## src/rtl/move_list_writer.sv

```systemverilog
// move_list_writer: drains the LMG move FIFO after LMG is done, unpacks each
// FIFO word into move slots, writes the valid moves to consecutive RAM words
// from BASE_ADDR, then writes a {overflow, count} summary word at COUNT_ADDR.
module move_list_writer #(
  parameter int                    MOVE_WIDTH = 18,
  parameter int                    SLOTS      = 8,
  parameter int                    ADDR_WIDTH = 15,
  parameter int                    DATA_WIDTH = 32,
  parameter logic [ADDR_WIDTH-1:0] BASE_ADDR  = 15'h17,
  parameter logic [ADDR_WIDTH-1:0] COUNT_ADDR = 15'h16
) (
  input  logic                                clk,
  input  logic                                reset,
  input  logic                                start,
  input  logic                                lmg_done,
  input  logic                                fifo_empty,
  output logic                                fifo_rden,
  input  logic [SLOTS*(MOVE_WIDTH+1)-1:0]     fifo_data,
  output logic                                ram_wren,
  output logic [ADDR_WIDTH-1:0]               ram_wraddr,
  output logic [DATA_WIDTH-1:0]               ram_data,
  output logic                                busy,
  output logic                                done,
  output logic [ADDR_WIDTH-1:0]               move_count,
  output logic                                overflow
);

  localparam int SLOT_W  = MOVE_WIDTH + 1;
  localparam int WORD_W  = SLOTS * SLOT_W;
  localparam int IDX_W   = (SLOTS > 1) ? $clog2(SLOTS) : 1;
  localparam int PAD_W   = DATA_WIDTH - 1 - ADDR_WIDTH;
  localparam int MAX_INT = (1 << ADDR_WIDTH) - int'(BASE_ADDR);
  localparam logic [ADDR_WIDTH-1:0] MAX_COUNT = MAX_INT[ADDR_WIDTH-1:0];
  localparam logic [IDX_W-1:0]      LAST_IDX  = IDX_W'(SLOTS - 1);

  typedef enum logic [2:0] {
    S_IDLE, S_WAIT, S_REQ, S_LOAD, S_SCAN, S_SUMMARY, S_DONE
  } state_e;

  state_e                  state_q, state_d;
  logic [WORD_W-1:0]       word_q, word_d;
  logic [IDX_W-1:0]        slot_q, slot_d;
  logic                    fifo_rden_q, fifo_rden_d;
  logic                    ram_wren_q, ram_wren_d;
  logic [ADDR_WIDTH-1:0]   ram_wraddr_q, ram_wraddr_d;
  logic [DATA_WIDTH-1:0]   ram_data_q, ram_data_d;
  logic                    busy_q, busy_d;
  logic                    done_q, done_d;
  logic [ADDR_WIDTH-1:0]   move_count_q, move_count_d;
  logic                    overflow_q, overflow_d;

  // Slot views of the incoming FIFO word and of the captured word.
  logic [SLOTS-1:0]        in_invalid;
  logic [SLOTS-1:0]        word_valid;
  logic [MOVE_WIDTH-1:0]   word_move [SLOTS];

  for (genvar gi = 0; gi < SLOTS; gi++) begin : g_slot
    assign in_invalid[gi] = fifo_data[gi*SLOT_W + MOVE_WIDTH];
    assign word_valid[gi] = ~word_q[gi*SLOT_W + MOVE_WIDTH];
    assign word_move[gi]  = word_q[gi*SLOT_W +: MOVE_WIDTH];
  end

  logic                  cur_valid;
  logic [MOVE_WIDTH-1:0] cur_move;
  assign cur_valid = word_valid[slot_q];
  assign cur_move  = word_move[slot_q];

  // State register.
  always_ff @(posedge clk or negedge reset) begin
    if (!reset) state_q <= S_IDLE;
    else        state_q <= state_d;
  end

  // Next-state logic; the REQ decision uses the pop already registered on entry.
  always_comb begin
    state_d = state_q;
    unique case (state_q)
      S_IDLE, S_DONE: if (start)    state_d = S_WAIT;
      S_WAIT:         if (lmg_done) state_d = S_REQ;
      S_REQ:          state_d = fifo_rden_q ? S_LOAD : S_SUMMARY;
      S_LOAD:         state_d = (&in_invalid) ? S_SUMMARY : S_SCAN;
      S_SCAN:         if (slot_q == LAST_IDX) state_d = S_REQ;
      S_SUMMARY:      state_d = S_DONE;
      default:        state_d = S_IDLE;
    endcase
  end

  // Output / datapath next values. The FIFO empty flag is sampled on entry to
  // REQ so the pop strobe can be a register that is high during REQ itself.
  always_comb begin
    fifo_rden_d  = (state_d == S_REQ) && !fifo_empty;
    busy_d       = !((state_d == S_IDLE) || (state_d == S_DONE));
    ram_wren_d   = 1'b0;
    ram_wraddr_d = ram_wraddr_q;
    ram_data_d   = ram_data_q;
    done_d       = done_q;
    move_count_d = move_count_q;
    overflow_d   = overflow_q;
    word_d       = word_q;
    slot_d       = slot_q;
    unique case (state_q)
      S_IDLE, S_DONE: begin
        if (start) begin
          move_count_d = '0;
          overflow_d   = 1'b0;
          done_d       = 1'b0;
        end else if (state_q == S_DONE) begin
          done_d = 1'b1;
        end
      end
      S_LOAD: begin
        word_d = fifo_data;
        slot_d = '0;
      end
      S_SCAN: begin
        slot_d = slot_q + IDX_W'(1);
        if (cur_valid) begin
          if (move_count_q < MAX_COUNT) begin
            ram_wren_d   = 1'b1;
            ram_wraddr_d = BASE_ADDR + move_count_q;
            ram_data_d   = {{(DATA_WIDTH-MOVE_WIDTH){1'b0}}, cur_move};
            move_count_d = move_count_q + ADDR_WIDTH'(1);
          end else begin
            overflow_d = 1'b1;
          end
        end
      end
      S_SUMMARY: begin
        ram_wren_d   = 1'b1;
        ram_wraddr_d = COUNT_ADDR;
        ram_data_d   = {overflow_q, {PAD_W{1'b0}}, move_count_q};
      end
      default: ;
    endcase
  end

  // Registered outputs and datapath.
  always_ff @(posedge clk or negedge reset) begin
    if (!reset) begin
      word_q       <= '0;
      slot_q       <= '0;
      fifo_rden_q  <= 1'b0;
      ram_wren_q   <= 1'b0;
      ram_wraddr_q <= '0;
      ram_data_q   <= '0;
      busy_q       <= 1'b0;
      done_q       <= 1'b0;
      move_count_q <= '0;
      overflow_q   <= 1'b0;
    end else begin
      word_q       <= word_d;
      slot_q       <= slot_d;
      fifo_rden_q  <= fifo_rden_d;
      ram_wren_q   <= ram_wren_d;
      ram_wraddr_q <= ram_wraddr_d;
      ram_data_q   <= ram_data_d;
      busy_q       <= busy_d;
      done_q       <= done_d;
      move_count_q <= move_count_d;
      overflow_q   <= overflow_d;
    end
  end

  assign fifo_rden  = fifo_rden_q;
  assign ram_wren   = ram_wren_q;
  assign ram_wraddr = ram_wraddr_q;
  assign ram_data   = ram_data_q;
  assign busy       = busy_q;
  assign done       = done_q;
  assign move_count = move_count_q;
  assign overflow   = overflow_q;

endmodule

```

## config.mk

```make
export PLATFORM = sky130hd
export DESIGN_NAME = move_list_writer
export DESIGN_NICKNAME = d
export VERILOG_FILES = /design/src/rtl/move_list_writer.sv
export SDC_FILE = /design/constraint.sdc
export NUM_CORES = 1
export LEC_CHECK = 0
export ABC_AREA = 0
export BUFFER_PORTS_ARGS = -buffer_cell sky130_fd_sc_hd__buf_2
export CORE_ASPECT_RATIO = 1.2
export CORE_MARGIN = 1.5
export CORE_UTILIZATION = 59
export DETAILED_ROUTE_END_ITERATION = 10
export PLACE_DENSITY = 0.88
export SYNTH_ARGS = -nofsm -noshare
export SYNTH_HDL_FRONTEND = slang
export SYNTH_SLANG_ARGS = --single-unit
```

## constraint.sdc

```tcl
create_clock -name clk -period 5.7 [get_ports clk]
set_clock_uncertainty 0.05 [all_clocks]
set_input_delay 0.285 -clock clk [delete_from_list [all_inputs] [get_ports clk]]
set_output_delay 0.285 -clock clk [all_outputs]
set_load 0.1 [all_outputs]
```

### Word-level counts from Yosys, hierarchy flattened

Index checks and enable logic that the tools add are counted.
W data, S select, Z words.

* bits in registers: 225
* input bits: 157
* word-level logic and storage cells: 86

* add/sub/neg operators: 3
* order comparisons: 3
* equal/unequal tests: 13
* mux-type cells: 31
* bitwise operators: 9
* reductions and logical operators: 16

Operator list (count)
* $mux W15: 5
* $mux W32: 2
* $pmux W32 S2: 1
* $pmux W15 S2: 2
* $bmux W18 S3: 1
* $mux W18: 2
* $pmux W3 S6: 1
* $add A15 B1 Y15 const B: 1
* $add A5 B15 Y15 const A: 1
* $eq A3 B3 Y1 const B: 5
* $lt A15 B15 Y1 const B: 1
* $mux W3: 4
* $eq A3 B2 Y1 const B: 3
* $mux W1: 9
* $ne A2 B2 Y1 const B: 4
* $not A1 Y1: 8
* $reduce_and A4 Y1: 2
* $reduce_and A8 Y1: 1
* $reduce_bool A2 Y1: 4
* $logic_not A3 Y1: 2
* $pmux W3 S2: 1
* $ge A4 B4 Y1 const B: 1
* $lt A3 B4 Y1 const B: 1
* $not A3 Y4: 1
* other kinds (10): 12

### Logic depth before layout (Yosys ltp)

Gate-level depths: netlist (run 1).

* depth after elaboration: 7
* depth in mapped cells: 9

### Worst setup path after synthesis (run 1)

No wires, ideal clock.

* path type: reg-to-reg
* start point: reg move_count_q[7], in the netlist move_count[7]
* end point: reg ram_wraddr_q[11], in the netlist ram_wraddr[11]
* library setup time: 0.083 ns
* data arrival time: 2.573 ns
* setup slack: 2.994 ns
* cell stages (with the launch flop): 9
* path buffers: 3
* cells stage by stage: dfrtp_1 buf_2 nand4_1 a2111o_1 nand3_1 buf_2 buf_2 nand3_1 o21ai_0

* longest elaborated chain between the ends: 4
* elaborated cells between the ends (all ways): 7
* those cells by class: add/sub (1); order compare (1); eq/ne (1); mux (3); reduce/logical (1)

RTL lines
* start: declaration: RTL line 49 `logic [ADDR_WIDTH-1:0] move_count_q, move_count_d;`
* start signal: assignment: RTL line 159 `move_count_q <= move_count_d;`
* $add A5 B15 Y15: RTL line 120 `ram_wraddr_d = BASE_ADDR + move_count_q;`
* $mux W15: RTL line 118 `if (move_count_q < MAX_COUNT) begin`
* $mux W15: RTL line 117 `if (cur_valid) begin`
* $pmux W15 S2: RTL line 101 `unique case (state_q)`
* end signal: assignment: RTL line 155 `ram_wraddr_q <= ram_wraddr_d;`
* end: declaration: RTL line 45 `logic [ADDR_WIDTH-1:0] ram_wraddr_q, ram_wraddr_d;`

Parallel ways exist; a longest one is shown, timed or not. The select of a mux whose other input is x is not followed.
A chain may end at the register's enable or synchronous reset.

### Worst setup path in the final report (run 1)

* start point: reg slot_q[0]
* end point: reg ram_data_q[3], in the netlist ram_data[3]

* longest elaborated chain between the ends: 7
* elaborated cells between the ends (all ways): 11
* those cells by class: eq/ne (1); mux (8); bitwise (1); reduce/logical (1)

RTL lines
* start: declaration: RTL line 42 `logic [IDX_W-1:0] slot_q, slot_d;`
* start signal: assignment: RTL line 152 `slot_q <= slot_d;`
* $not A3 Y4 (implied by the code): RTL line 66 `assign cur_move = word_move[slot_q];`
* $bmux W18 S3: RTL line 66
* $mux W18 (implied by the code) (2 in a row): RTL line 66
* $mux W32: RTL line 118
* $mux W32: RTL line 117
* $pmux W32 S2: RTL line 101
* end signal: assignment: RTL line 156 `ram_data_q <= ram_data_d;`
* end: declaration: RTL line 46 `logic [DATA_WIDTH-1:0] ram_data_q, ram_data_d;`

Parallel ways exist; a longest one is shown, timed or not. The select of a mux whose other input is x is not followed.

==> results of run 1 <==
per-stage QoR:
step / utilization (%) / cells / area, um^2 / hold slack (ns)
after global routing: 80.8 / 1320 / 13200 / 0.00504
after detailed placement: 67.4 / 1137 / 11100 / 0.372
after floorplan: - / 780 / 10000 / -0.0606
after CTS: 80.6 / 1316 / 13200 / 0.000595
after global placement: 67.4 / 1137 / 11100 / 0.369
final: 80.8 / 1320 / 13200 / 0.0166
path summary, 6_finish.rpt:
kind / startpoint / end / cells after the start
max: slot_q[0] / ram_data[3] / 6
min: fifo_data[91] / word_q[91] / 2
max reg2reg: slot_q[0] / ram_data[3] / 6
min reg2reg: ram_wraddr[11] / ram_wraddr[11] / 2
max in group asynchronous: reset / word_q[83] / 3
min in group asynchronous: reset / fifo_rden / 2
routing by layer:
| layer | vias to the layer above | GRT usage [%] | wire [um] |
|---|---|---|---|
| met3 | 131 | 6.11 | 1890 |
| li1 | 3401 | - | - |
| met1 | 3868 | 40.7 | 10800 |
| met5 | - | 0 | 14 |
| met2 | 403 | 59.6 | 15600 |
| met4 | 2 | 16.8 | 1520 |
cells in the final DEF (no fill, tap or decap), types with 12 or more instances in the layout:
cell           Yosys  layout
dfrtp_1          212     209
buf_2             19     209
mux2_2           153     153
dlygate4sd3_1      0     144
nand2_1           46      45
mux4_2            38      38
nor2_1            37      37
o21ai_0           32      32
nand3_1           23      22
clkbuf_16          0      21
o31ai_1           17      17
nor2b_1           16      16
a211oi_1          16      16
mux2i_1           14      14
conb_1             1      13
a21oi_1           12      12
registers in the layout (all words and copies together) (netlist names):
signal / cells
slot_q: 3
ram_wren: 1
done: 1
ram_data: 19
move_count: 15
word_q: 152
busy: 1
overflow: 1
state_q: 3
ram_wraddr: 15
fifo_rden: 1
cell families (layout without fill, tap and decap cells):
family / after synthesis / count (layout) / synth area share (%)
buffers and inverters: 81 / 407 / 4.05
other: 1 / 15 / 0.0376
flip-flops: 212 / 212 / 53.1
multiplexers: 208 / 208 / 27.6
AND/OR/NAND/NOR: 157 / 157 / 7.46
adder cells (fa/ha/maj): 4 / 4 / 0.501
AO/OA/AOI/OAI: 93 / 93 / 6.19
XOR/XNOR: 12 / 12 / 1.05
power groups by stage:
stage	Sequential [W]	Combinational [W]	Clock (W)
2_1_floorplan	0.00327	0.00192	0
3_3_place_gp	0.00269	0.00307	0
3_5_place_dp	0.00275	0.00316	0
4_1_cts	0.00273	0.00324	0.00149
5_1_grt	0.00289	0.00354	0.00157
6_report	0.00284	0.00335	0.00151
final cells by class:
class                           count  share of cell area [%]
Clock buffer                       28                    4.69
Sequential cell                   212                    40.1
Clock inverter                      9                   0.954
Tap cell                          212                    2.00
Antenna cell                        2                  0.0378
Multi-Input combinational cell    487                    32.7
Inverter                            9                   0.255
Timing Repair Buffer              361                    19.3
==> reports/results.ini, run 1 <==
[run_status]
status=complete, no violations

[power_and_ir_drop]
power.internal_w=0.00448
power-per-cell-area_nw_per_um2=581
power.total_w=0.00770
ir_drop_uv=380
pwr-share-comb_pct=43.5
pwr-share-seq_pct=36.9
p_sw_share_pct=41.8
p_switching_w=0.00322
power.clock.fraction_pct=19.6
p_leak_nw=5.82

[floorplan]
fp.coreArea_um2=16400
dieArea_um2=17700
die_h_um=145
start_util_pct=60.9
pin_count=224
chipWidth_um=122
row_count=51

[drt]
drtAntennaViolNets=0
drc=0
vias=7805
drt-total-wl_um=29800
dr.first_iter.drc_count=770
wl_per_cell_um=22.6
firstDrtPassIters=5
via_per_inst=5.91

[cts]
path_clk_slew_ns=0.07
clock_path_buffers=3
cts_setup_buffers=0
cts_resized=0
numClockSinks=212
hold_buffers=142
cts_tree=yes
clk_latency_ns=0.50
cts_buffers=21
cts_root_buf=clkbuf_16
cts_max_level=1

[global_route]
grt_pass1_wl_um=46400
grt_pass1_vias=8520
grt_max_degree=95
grt-ovfl-total=0
antenna_found_initial=4
track_usage_pct=34.3

[logic_synthesis]
syn_avg_cell_area_um2=13.0
synth_ff_type=dfrtp_1
synthTopCellsByCount=212 x dfrtp_1, 153 x mux2_2, 46 x nand2_1, 38 x mux4_2, 37 x nor2_1
synth-async-reset-ratio_pct=100
synth_area_um2=9980
synth_edf_count=0
ys_ff_latch=212
synth_top_area_share_pct=53.1
yosys_warnings=0
synth_most_common_cell=dfrtp_1
synth_cell_type_count=45
yosys-top-cells-area=dfrtp_1 53%, mux2_2 17%, mux4_2 8.6%
ys_seq_area_share_pct=53.1
synthCells=768
synth_area_leader_cell=dfrtp_1

[placement]
dp_hpwl_um=16500
io_buffers=210
dp_slack_ns=2.33
gp_congestion=0.894

[hold_path]
hold_path_class=in2reg

[sta]
grt_setup_unrepaired=false
fmax_ghz=0.292
fin_setup_tns_ns=0
tightest_slew_ns=1.26
fin_ws_ns=2.27
slew_viol_final=0
maxSlewHeadroom_pct=15.5
period_minus_slack_ns=3.43
period_share_pct=60.1
setup_viol=0
hold_viol=0

[worst_setup_path]
path_max_fanout=35
worstPathRequired_ns=6.05
crit_slowest_cell=nor3_4
max_stage_delay_ns=0.98
r2r_setup_slack_ns=2.27
cp-end-kind=flip-flop
crit_chain=buf_4 > mux2_2 > mux4_2 > nor3_4 > nor2_1 > o31ai_1
crit_arrival_ns=3.78
crit_type=reg2reg
start_kind=flip-flop
cpLargestDelayFamily=simple AND/OR/NAND/NOR gates
critPathBufInv=1

[cells_and_area]
nFillCells=869
layout-drive-gt1-share_pct=41.0
ff_latch_area_um2=5310
multiInputGateArea_um2=4330
nets=1253
area_growth_syn_to_layout_pct=32.7

[job]
max_cap_violations=0

Power figures use the tool's default switching activity.
==> run 2: changes to the inputs <==
ABC_AREA = 1   (was 0)
CORE_UTILIZATION = 50   (was 59)
PLACE_DENSITY = 0.79   (was 0.88)
clock period = 2.8 ns   (was 5.7 ns; I/O delays follow)
==> run 2 against run 1 <==
- wire length grew 14%
- first-iteration DRC count grew 20%
- flip-flop and latch count did not move
- maximum frequency rose by 47%
- setup slack lost 1.8 ns
- register-to-register slack got worse by 1.8 ns
- total power grew 100%
- synthesized cell count increased by 83%
- critical endpoint is now ram_data[1]
- highest routed layer is now met4
==> reports/results.ini, run 2 <==
[cells_and_area]
final_cell_mix=604 x nand2_1, 210 x dfrtp_1, 209 x buf_2
final_common_cell=nand2_1
layout-drive-gt1-share_pct=16.4
area_growth_syn_to_layout_pct=32.7
top_register=word_q
nFillCells=1622
final_core_util_pct=67.2
diodes=0
multiInputGateArea_um2=4320
largest_register_ffs=152
nets=1895
ff_latch_area_um2=5310

[logic_synthesis]
synthTopCellsByCount=604 x nand2_1, 212 x dfrtp_1, 149 x nand3_1, 108 x inv_1, 61 x o21ai_0
syn_avg_cell_area_um2=7.48
yosys_warnings=0
synth_area_leader_cell=dfrtp_1
ys_ff_latch=212
synth_cell_type_count=31
ys_seq_area_share_pct=50.3
synth_edf_count=0
synth_area_um2=10500
synth_most_common_cell=nand2_1
synth_top_area_share_pct=50.3
synth_ff_type=dfrtp_1
synth-async-reset-ratio_pct=100
synthCells=1409
yosys-top-cells-area=dfrtp_1 50%, nand2_1 22%, nand3_1 7.1%

[floorplan]
chipWidth_um=136
pin_count=224
die_h_um=162
dieArea_um2=22000
row_count=58
fp.coreArea_um2=20800
start_util_pct=50.6

[global_route]
grt_max_degree=227
track_usage_pct=31.4
grt_pass1_wl_um=54100
grt-ovfl-total=0
antenna_found_initial=0
grt_pass1_vias=10700

[sta]
period_minus_slack_ns=2.33
hold_viol=0
slew_viol_final=0
grt_setup_unrepaired=false
maxSlewHeadroom_pct=32.3
worst_hold_slack_ns=0.149
fin_setup_tns_ns=0
setup_viol=0
period_share_pct=83.2
fin_ws_ns=0.469
tightest_slew_ns=1.02
fmax_ghz=0.429

[drt]
drc=0
wl_per_cell_um=16.8
firstDrtPassIters=5
via_per_inst=5.29
drt-total-wl_um=34000
vias=10700
drtAntennaViolNets=0
dr.first_iter.drc_count=927

[worst_setup_path]
cp-end-kind=flip-flop
r2r-end=ram_data[1]
worstSetupStartpoint=slot_q[0]
crit_path_frequent_cell=nand2_1
worstPathRequired_ns=3.14
crit_slowest_cell=dfrtp_4
path_max_fanout=42
crit_path_end=ram_data[1]
start_kind=flip-flop
max_stage_delay_ns=0.45
crit_arrival_ns=2.67
crit_type=reg2reg
reg2regPathDepth=10
worstReg2RegStart=slot_q[0]
r2r_setup_slack_ns=0.47
crit_chain=buf_4 > nor2_1 > nor2_1 > nand2_1 > nand3_1 > nand2_1 > nand2_2 > nand2_2 > nand2_1 > nand2_1

[power_and_ir_drop]
power-per-cell-area_nw_per_um2=1100
p_leak_nw=7.41
ir_drop_uv=955
power.total_w=0.0154

[cts]
path_clk_slew_ns=0.06
cts_root_buf=clkbuf_16
cts_resized=0
clock_path_buffers=3
numClockSinks=212
cts_tree=yes
clk_latency_ns=0.51
cts_setup_buffers=0
cts_max_level=1
cts_buffers=22

[hold_path]
hold_path_class=in2async

[placement]
dp_slack_ns=0.522
dp_hpwl_um=20400
io_buffers=210
gp_congestion=0.934

[run_status]
status=complete, no violations

[job]
max_cap_violations=0

[run 2: cell count changes in the layout (fill, tap and decap cells not counted), moves of 16 or more]
cell      delta
o21ai_0     +29
o31ai_1     -17
inv_1       +99
mux4_2      -38
o21ai_1     +53
nor2b_1     -16
mux2_2     -153
a211oi_1    -16
nand2_1    +559
nand3_1    +126
[run 2: per-stage QoR]
stage / area (um^2) / std cells
floorplan: 10600 / 1421
global placement: 11600 / 1823
detailed placement: 11600 / 1823
CTS: 14000 / 2019
global route: 14000 / 2019
finish: 14000 / 2019
[run 2: logic make-up after synthesis]
logic type      share of synthesized area, %
simple gates                            31.9
buf+inv                                 9.29
flops                                   50.3
compound gates                          7.12
xor+xnor                               0.831
fa+ha+maj                              0.475
other cells                           0.0356
[run 2: critical path: cells and delay by family, from the launching register on]
kind / cells / cell delay [ns]
DFF: 1 / 0.45
and+or+nand+nor: 9 / 1.32
buffers and inverters: 1 / 0.37
[run 2: worst min path at each step]
stage           from             to  slack [ns]  depth (start not counted)
2_1_floorplan  reset           busy       -0.21                          0
3_3_place_gp   reset  ram_wraddr[1]        0.15                          1
3_5_place_dp   reset  ram_wraddr[1]        0.15                          1
4_1_cts        reset  ram_wraddr[1]        0.19                          2
5_1_grt        reset  move_count[2]        0.23                          2
6_report       reset  move_count[2]        0.15                          2
[run 2: area by class of cell]
| type | count | share of cell area [%] |
|---|---|---|
| multi-input combinational | 997 | 30.8 |
| timing repair buffer | 384 | 20.0 |
| clock inverter | 9 | 1.06 |
| inverter | 117 | 3.14 |
| clock buffer | 30 | 4.59 |
| sequential | 212 | 38.0 |
| tap | 270 | 2.42 |
[run 2: routing by layer]
layer	part of all wire [%]	GRT usage, %	vias to the layer above
li1	-	-	5037
met1	38	39.8	4973
met2	48	49.9	538
met3	7.5	5.46	139
met4	6.3	19.3	0
met5	0	0	-
[run 2: power breakdown]
group | switching, W | total (W) | internal, W
clock | 0.00122 | 0.00319 | 0.00197
combinational | 0.00508 | 0.00701 | 0.00194
sequential | 0.000734 | 0.00516 | 0.00443
total | 0.00703 | 0.0154 | 0.00834
[run 2: repair_timing]
item                                    in CTS  in global routing
hold buffers                               157                  0
hold endpoints to repair                   229                  0
endpoints found under the setup margin       0                  0
==> run 3: changes to the inputs <==
CORE_UTILIZATION = 55   (was 50)
PLACE_DENSITY = 0.82   (was 0.79)
clock period = 2.4 ns   (was 2.8 ns; I/O delays follow)
==> run 3 against run 2 <==
- combinational power is 19% higher
- utilization is 6.8 points higher
- critical path depth is 4 lower
- maximum frequency is 5.8% higher
- non-clock buffer count is 16 higher
- register-to-register slack worse by 0.27 ns
- hold slack better by 0.018 ns
- setup slack worse by 0.27 ns
- sequential share of layout area is 0.10 points higher
- critical endpoint is now fifo_rden
- largest cell class unchanged
==> reports/results.ini, run 3 (synthesis gave the netlist of run 2 again) <==
[placement]
placed_cells=1825
io_buffers=210
dp_hpwl_um=20700
placed_area_um2=11700
gp_congestion=0.913

[worst_setup_path]
cp-end-kind=flip-flop
crit_path_end=fifo_rden
r2r_setup_slack_ns=0.20
crit_arrival_ns=2.58
crit_type=reg2reg
reg2regPathDepth=6
r2r-end=fifo_rden
worstPathRequired_ns=2.78
worstSetupStartpoint=slot_q[0]
worstReg2RegStart=slot_q[0]
path_max_fanout=41
start_kind=flip-flop

[floorplan]
chipWidth_um=129
start_util_pct=55.9
pin_count=224
fp.coreArea_um2=18900
dieArea_um2=20000
die_h_um=155
row_count=55

[drt]
firstDrtPassIters=7
via_per_inst=5.49
drc=0
dr.first_iter.drc_count=1072
wl_per_cell_um=17.3
vias=11100
drtAntennaViolNets=0
drt-total-wl_um=34900

[cells_and_area]
ff_latch_area_um2=5310
largest_register_ffs=152
instances_no_fill=2019
top_register=word_q
design_area_um2=14000
final_cell_mix=604 x nand2_1, 209 x dfrtp_1, 209 x buf_2
nFillCells=1326
layout-drive-gt1-share_pct=16.9
area_growth_syn_to_layout_pct=32.3
nets=1910
final_common_cell=nand2_1
final_core_util_pct=74.0
multiInputGateArea_um2=4320

[cts]
clk_latency_ns=0.49
clock_path_buffers=3
cts_root_buf=clkbuf_16
numClockSinks=212
cts_max_level=1
cts_buffers=21
cts_setup_buffers=0
cts_tree=yes
path_clk_slew_ns=0.06

[power_and_ir_drop]
p_leak_nw=7.42
power-per-cell-area_nw_per_um2=1260
ir_drop_uv=1090
power.total_w=0.0175

[sta]
grt_setup_unrepaired=false
period_minus_slack_ns=2.20
hold_viol=0
period_share_pct=91.7
setup_viol=0
fmax_ghz=0.454
maxSlewHeadroom_pct=44.5
slew_viol_final=0
worst_hold_slack_ns=0.168
tightest_slew_ns=0.833

[run_status]
status=complete, no violations

[global_route]
grt_max_degree=126
grt-ovfl-total=0
grt_pass1_wl_um=54600
antenna_found_initial=3
grt_pass1_vias=10800
track_usage_pct=35.1

[hold_path]
hold_path_class=in2async

[job]
max_cap_violations=0

==> run 3: cell types whose count changed in the layout (fill, tap and decap cells not counted), moves of 2 or more <==
cell       change
buf_4         +16
bufinv_16      -3
diode_2        +3
clkbuf_16      -2
clkinv_2       +2
==> run 3: repair_timing <==
item / CTS / global route
hold buffers: 157 / 0
hold endpoints to repair: 228 / 0
resized for setup: 1 / 0
setup endpoints to repair: 17 / 0
==> run 3: stage by stage <==
step                      TNS [ns]  setup WS [ns]
final                            0          0.198
after global routing             0          0.101
after CTS                        0          0.232
after detailed placement  -0.00942       -0.00401
after global placement           0         0.0425
after floorplan                  0          0.118
==> run 3: worst min path at each step <==
stage                               end  cells past startpoint
after floorplan                    busy                      0
after global placement      ram_data[0]                      1
after detailed placement    word_q[144]                      1
after CTS                   word_q[144]                      2
after global routing      ram_wraddr[4]                      2
final                       ram_data[1]                      2
==> run 3: routing by layer <==
layer | part of all wire [%] | global-route usage (%) | vias up
li1 | - | - | 5057
met1 | 37 | 43.5 | 5161
met2 | 48 | 58.2 | 707
met3 | 7.8 | 5.02 | 155
met4 | 6.6 | 20.8 | 0
met5 | 0 | 0 | -
==> run 3: final cells by class <==
class,instances,share of cell area (%)
Antenna cell,3,0.0538
Clock buffer,27,4.14
Clock inverter,7,0.430
Inverter,117,3.15
Multi-Input combinational cell,997,31.0
Sequential cell,212,38.1
Tap cell,256,2.30
Timing Repair Buffer,400,20.9
==> run 3: worst max-delay path, cell delays in order (launching register included) <==
cell,delay (ns)
dfrtp_4,0.52
buf_4,0.39
ha_1,0.21
ha_1,0.16
nand2_1,0.08
a21oi_1,0.16
dlygate4sd3_1,0.56
==> run 3: where the power goes <==
group	switching, W	total (W)	internal [W]
logic	0.00605	0.00834	0.00229
registers	0.000860	0.00603	0.00517
clock network	0.00136	0.00315	0.00180
